$ cat src/rtl/dmem_arbiter.sv
// Two-port round-robin arbiter in front of a single-ported data memory.
// One transaction in flight: IDLE (grant) -> ACCESS (strobe) -> DONE (ack).
module dmem_arbiter #(
  parameter int ADDR_W = 9,
  parameter int DATA_W = 32
) (
  input  logic              clk,
  input  logic              rst_n,
  input  logic              req0,
  input  logic              we0,
  input  logic [ADDR_W-1:0] addr0,
  input  logic [DATA_W-1:0] wdata0,
  output logic              ack0,
  output logic [DATA_W-1:0] rdata0,
  input  logic              req1,
  input  logic              we1,
  input  logic [ADDR_W-1:0] addr1,
  input  logic [DATA_W-1:0] wdata1,
  output logic              ack1,
  output logic [DATA_W-1:0] rdata1,
  output logic              MemRead,
  output logic              MemWrite,
  output logic [ADDR_W-1:0] readAddress,
  output logic [ADDR_W-1:0] writeAddress,
  output logic [DATA_W-1:0] writeData,
  input  logic [DATA_W-1:0] readData,
  output logic              busy
);
  typedef enum logic [1:0] {IDLE, ACCESS, DONE} state_t;

  state_t              state_q;
  logic                id_q, we_q, last_q;
  logic [ADDR_W-1:0]   addr_q;
  logic [DATA_W-1:0]   wdata_q, rdata0_q, rdata1_q;
  logic                rd_q, wr_q, ack0_q, ack1_q;
  logic                gnt_d;

  // Tie goes to the port not served last; otherwise whoever is asking.
  always_comb begin
    gnt_d = 1'b0;
    if (req0 && req1) gnt_d = ~last_q;
    else if (req1)    gnt_d = 1'b1;
  end

  always_ff @(posedge clk) begin
    if (!rst_n) begin
      state_q  <= IDLE;
      id_q     <= 1'b0;
      we_q     <= 1'b0;
      addr_q   <= '0;
      wdata_q  <= '0;
      last_q   <= 1'b1;
      rd_q     <= 1'b0;
      wr_q     <= 1'b0;
      ack0_q   <= 1'b0;
      ack1_q   <= 1'b0;
      rdata0_q <= '0;
      rdata1_q <= '0;
    end else begin
      rd_q   <= 1'b0;
      wr_q   <= 1'b0;
      ack0_q <= 1'b0;
      ack1_q <= 1'b0;
      case (state_q)
        IDLE: if (req0 || req1) begin
          id_q    <= gnt_d;
          we_q    <= gnt_d ? we1    : we0;
          addr_q  <= gnt_d ? addr1  : addr0;
          wdata_q <= gnt_d ? wdata1 : wdata0;
          wr_q    <= gnt_d ? we1    : we0;
          rd_q    <= gnt_d ? ~we1   : ~we0;
          state_q <= ACCESS;
        end
        ACCESS: state_q <= DONE;
        DONE: begin
          if (!we_q) begin
            if (id_q) rdata1_q <= readData;
            else      rdata0_q <= readData;
          end
          ack0_q  <= ~id_q;
          ack1_q  <= id_q;
          last_q  <= id_q;
          state_q <= IDLE;
        end
        default: state_q <= IDLE;
      endcase
    end
  end

  // Strobes are gated by rst_n so an aborted ACCESS never reaches the memory
  // at the reset edge itself.
  assign MemRead      = rd_q & rst_n;
  assign MemWrite     = wr_q & rst_n;
  assign readAddress  = addr_q;
  assign writeAddress = addr_q;
  assign writeData    = wdata_q;
  assign ack0         = ack0_q;
  assign ack1         = ack1_q;
  assign rdata0       = rdata0_q;
  assign rdata1       = rdata1_q;
  assign busy         = (state_q != IDLE);
endmodule

$ cat config.mk
export PLATFORM = sky130hd
export DESIGN_NAME = dmem_arbiter
export DESIGN_NICKNAME = d
export VERILOG_FILES = /design/src/rtl/dmem_arbiter.sv
export SDC_FILE = /design/constraint.sdc
export NUM_CORES = 1
export LEC_CHECK = 0
export ABC_CLOCK_PERIOD_IN_PS = 1300
export CAP_MARGIN = 20
export CORE_MARGIN = 10
export CORE_UTILIZATION = 30
export DETAILED_ROUTE_END_ITERATION = 10
export GPL_TIMING_DRIVEN = 1
export PLACE_DENSITY = 0.71
export SLEW_MARGIN = 20
export SYNTH_ARGS = -nofsm -noshare
export SYNTH_HDL_FRONTEND = slang
export SYNTH_SLANG_ARGS = --single-unit
$ cat constraint.sdc
create_clock -name clk -period 1.3 [get_ports clk]
set_input_delay 0.325 -clock clk [delete_from_list [all_inputs] [get_ports clk]]
set_output_delay 0.325 -clock clk [all_outputs]
set_load 0.005 [all_outputs]
**After elaboration in Yosys (flattened, before gate mapping)**

Index checks and enable logic that the tools add are counted.

- Bits of input ports: 120
- Memory bits (read-only): 0
- Memories kept: 0
- Bits in writable memories: 0
- Word-level logic and storage cells: 39
- Bits in latches: 0
- Output and inout bits: 119
- Register bits after elaboration: 114

- Shifts and indexed selects: 0
- Bitwise logic cells: 7
- Muxes and demuxes: 8
- Divide/modulo/power cells: 0
- Magnitude comparators: 0
- Equal/unequal tests: 3
- Reductions and logical operators: 9
- Add/subtract/negate cells: 0
- Multiply operators: 0

Operators by type and width:

| operator | number |
|---|---|
| 32-bit two-way mux | 1 |
| 9-bit two-way mux | 1 |
| 3-bit AND reduction | 3 |
| 1-bit NOT | 5 |
| 1-bit two-way mux | 4 |
| 2-bit one-hot mux with 2 select lines | 1 |
| 2-bit AND reduction | 2 |
| 1-bit bitwise AND | 2 |
| 2-bit by 1-bit equality test with 1-bit output (second input constant) | 1 |
| 2-bit equality test (second input constant) | 1 |
| 2-bit logical NOT | 1 |
| 2-bit two-way mux | 1 |
| 2-bit inequality test (second input constant) | 1 |
| 2-bit nonzero test | 1 |
| 1-bit logical AND | 1 |
| 1-bit logical OR | 1 |

**Logic depth before layout (Yosys ltp)**

- Depth in word-level cells: 3
- Gate-level depth with buffers: 5
- Depth with buffers taken out: 3

**Least setup slack after synthesis**

OpenSTA, ideal clock, no wires.

- Path type: reg2reg
- Start: register id_q
- End: register rdata0_q[26], in the netlist rdata0[26]
- Required time: 1184 ps
- Clock period less this slack: 1352 ps
- Setup time: 116 ps
- Setup slack: -52 ps
- Cell stages (with the launch flop): 6
- Path buffers: 2
- Arrival: 1236 ps
- Cell sequence: dfxtp_1 > or4b_1 > buf_2 > buf_6 > nand2_1 > a21boi_1

- Word-level cells in the longest chain between the ends: 2

RTL lines:

| element | line | RTL |
|---|---|---|
| start, declared | 32 | `logic id_q, we_q, last_q;` |
| start signal, assigned | 66 | `id_q <= gnt_d;` |
| 1-bit NOT | -- |  |
| 3-bit AND reduction (no source line) | -- |  |
| end signal, assigned | 78 | `else rdata0_q <= readData;` |
| end, declared | 34 | `logic [DATA_W-1:0] wdata_q, rdata0_q, rdata1_q;` |

No other way between the ends.
A chain may end at the register's enable or synchronous reset.

**Worst setup path after layout**

- Start: register state_q[1]
- End: register rdata1_q[0], in the netlist rdata1[0]

- Word-level cells in the longest chain between the ends: 2

RTL lines:

| element | line | RTL |
|---|---|---|
| start, declared | 31 | `state_t state_q;` |
| start signal, assigned | 47 | `state_q <= IDLE;` |
| start signal, assigned | 72 | `state_q <= ACCESS;` |
| start signal, assigned | 74 | `ACCESS: state_q <= DONE;` |
| 2-bit equality test | 64 | `case (state_q)` |
| 3-bit AND reduction (no source line) | -- |  |
| end signal, assigned | 77 | `if (id_q) rdata1_q <= readData;` |
| end, declared | 34 |  |

No other way between the ends.

==> flow_summary.yaml <==
clock_network:
  cts_tree: "yes"
  cts_buffers: 17
  ctsHoldBuffers: 0
  cts_sinks: 114
  root_buffer: "clkbuf_16"
  cts_max_path_buffers: 2
  clk-insertion-delay-late_ns: 0.41
  cts_max_level: 4
  path_clk_slew_ns: 0.05
power:
  totalPowerFinal_mw: 10.2
  max-vdd-ir-drop_mv: 0.836
  power_density_mw_per_mm2: 1210
  p_leak_nw: 3.43
yosys:
  syn_inst: 460
  synth.distinct_cells: 22
  avgSynthCellArea_sq_um: 9.69
  mappedNetlistArea_sq_mm: 0.00446
  synth_seq_cells: 114
  ys.flop_type: "dfxtp_1"
  synth.area.top_cells: "dfxtp_1 51%, nand2_1 11%, mux2i_1 9.7%"
  synth-edff-count: 0
  synth_nets: 580
  yosys.area.top_type_share_pct: 51.2
  synth.most_common_cell: "nand2_1"
  synth_top_cells_by_count: "131 x nand2_1, 114 x dfxtp_1, 43 x a21boi_1, 43 x mux2i_1, 42 x o2bb2ai_1"
  ys_warn_count: 0
  yosys.area.top_type: "dfxtp_1"
  async_flop_share_pct: 0
  yosysSeqAreaShare_pct: 51.2
layout:
  final_nets: 849
  finalCoreUtilization_pct: 58.3
  drive_gt1_share_pct: 49.3
  fillers: 1216
  area_delta_synth_final_pct: 90.1
routing:
  wl_um: 18500
  wl_per_cell_um: 20.0
  drc: 0
  via_per_inst: 4.81
  first_pass_iters: 4
  dr.first_iter.drc_count: 133
  vias: 4462
  ant_nets: 0
sta:
  finClkSkew_ns: 0.00833
  relSlewSlack_pct: 78.6
  fin_crit_sh_pct: 111
  worst_slack_ns: -0.138
  tightest_slew_ns: 0.321
  setup_viol: 89
  maxSlewViolCount: 0
  timing.fmax_ghz: 0.695
  period_needed_ns: 1.44
  hold_viol_final: 0
  rsz0062_at_grt: "true"
run:
  drv_cap: 0
floorplanning:
  die_area_sq_mm: 0.0201
  die_w_um: 142
  row_count: 44
  die_y_um: 142
  pin_count: 239
  start_util_pct: 30.7
  core_area_sq_mm: 0.0145
worst_setup_path:
  worstSetupPathType: "reg2reg"
  worstSetupEndpointType: "flip-flop"
  crit_path_start: "state_q[1]"
  startpoint_type: "flip-flop"
  r2r_start: "state_q[1]"
  endpoint: "rdata1[0]"
  critical_path.max_fanout: 8
  cp.required_ns: 1.62
  worstPathArrival_ns: 1.76
  reg2reg_depth: 6
  r2r-end: "rdata1[0]"
  ff2ff_setup_slack_ns: -0.14
global_route:
  grt.overflow.total: 0
  track_usage_pct: 16.6
  grt_max_degree: 39
  antenna_found_initial: 1
  grt_pass1_vias: 4692
  grt_first_pass_wirelength_um: 26100
placed_design:
  port_buffers: 238
  place.gp.congestion: 0.761
  hpwl_um: 12200
worst_hold_path:
  hold_path_class: "in2reg"
status:
  outcome: "finished, violations left"
  violations: "setup timing"
==> worst min path at each step <==
stage / startpoint / end / slack [ns] / cells past startpoint
5_1_grt: rst_n / last_q / 0.40 / 3
4_1_cts: rst_n / last_q / 0.37 / 3
3_3_place_gp: rdata1[21] / rdata1[21] / 0.44 / 2
2_1_floorplan: last_q / last_q / 0.44 / 2
6_report: rst_n / last_q / 0.38 / 3
3_5_place_dp: writeData[22] / writeData[22] / 0.45 / 1
==> layer usage <==
layer | vias up | wire (um) | global-route usage (%)
met2 | 224 | 9070 | 27.6
met5 | - | 0 | 0
met3 | 26 | 1930 | 8.71
met4 | 0 | 423 | 6.40
li1 | 2125 | - | -
met1 | 2087 | 7100 | 17.3
==> worst max-delay path: stages (launching register included) <==
cell and delay, ns:
dfxtp_4 0.36, buf_6 0.10, nor4bb_4 0.33, buf_6 0.18
buf_16 0.14, nand2_1 0.08, a21boi_1 0.16
==> cell usage in the layout, fill, tap and decap left out, drive strengths merged, types with 2 or more instances in the layout <==
master,instances
o2bb2ai,42
clkdlybuf4s15,36
dlygate4sd2,2
and2,2
dfxtp,114
mux2i,43
inv,2
a21boi,65
nand2,131
clkinv,6
clkbuf,50
clkdlybuf4s50,116
nor2b,2
bufinv,3
nor2,5
buf,112
bufbuf,2
==> layout make-up <==
class / count / area [sq um] / area share (%)
repair buffers: 296 / 2860 / 33.8
flip-flops and latches: 114 / 2380 / 28.1
multi-input cells: 298 / 2380 / 28.1
clock buffers: 22 / 474 / 5.60
well taps: 184 / 230 / 2.72
clock inverters: 10 / 131 / 1.55
inverters: 2 / 7.51 / 0.0886
diodes: 1 / 2.50 / 0.0295
==> kinds of logic after synthesis <==
group	synth area share, %
and+or+nand+nor	13.4
DFF	51.2
AOI/OAI and AO/OA	19.6
buffers and inverters	6.15
muxes	9.66
==> state kept, by name, indices dropped and copies added, names as in the netlist, 2 cells and up <==
signal       flops
writeData       32
rdata0          32
readAddress      9
rdata1          32
state_q          2
==> power breakdown <==
part	total [mW]	switching (mW)	internal [mW]
Clock	4.77	1.62	3.15
Combinational	1.63	0.645	0.983
Sequential	3.83	0.130	3.70
Total	10.2	2.40	7.84
==> per-stage QoR <==
step | TNS [ns] | std cells | hold slack, ns | worst slack [ns] | instance area, sq um
finish | -7.44 | 927 | 0.381 | -0.138 | 8470
global route | -12.42 | 927 | 0.397 | -0.210 | 8470
CTS | -6.43 | 911 | 0.366 | -0.123 | 8170
detailed placement | -27.86 | 863 | 0.449 | -0.540 | 7110
global placement | -24.58 | 863 | 0.443 | -0.472 | 7110
floorplan | -0.438 | 460 | 0.436 | -0.0146 | 4470
==> what timing repair did <==
action                     CTS  global route
pin swaps                   17            35
setup endpoints to repair  227           176
gates cloned                 8             6
gates resized for setup    475           178
buffers inserted             8            11
(Power assumes the default switching activity.)
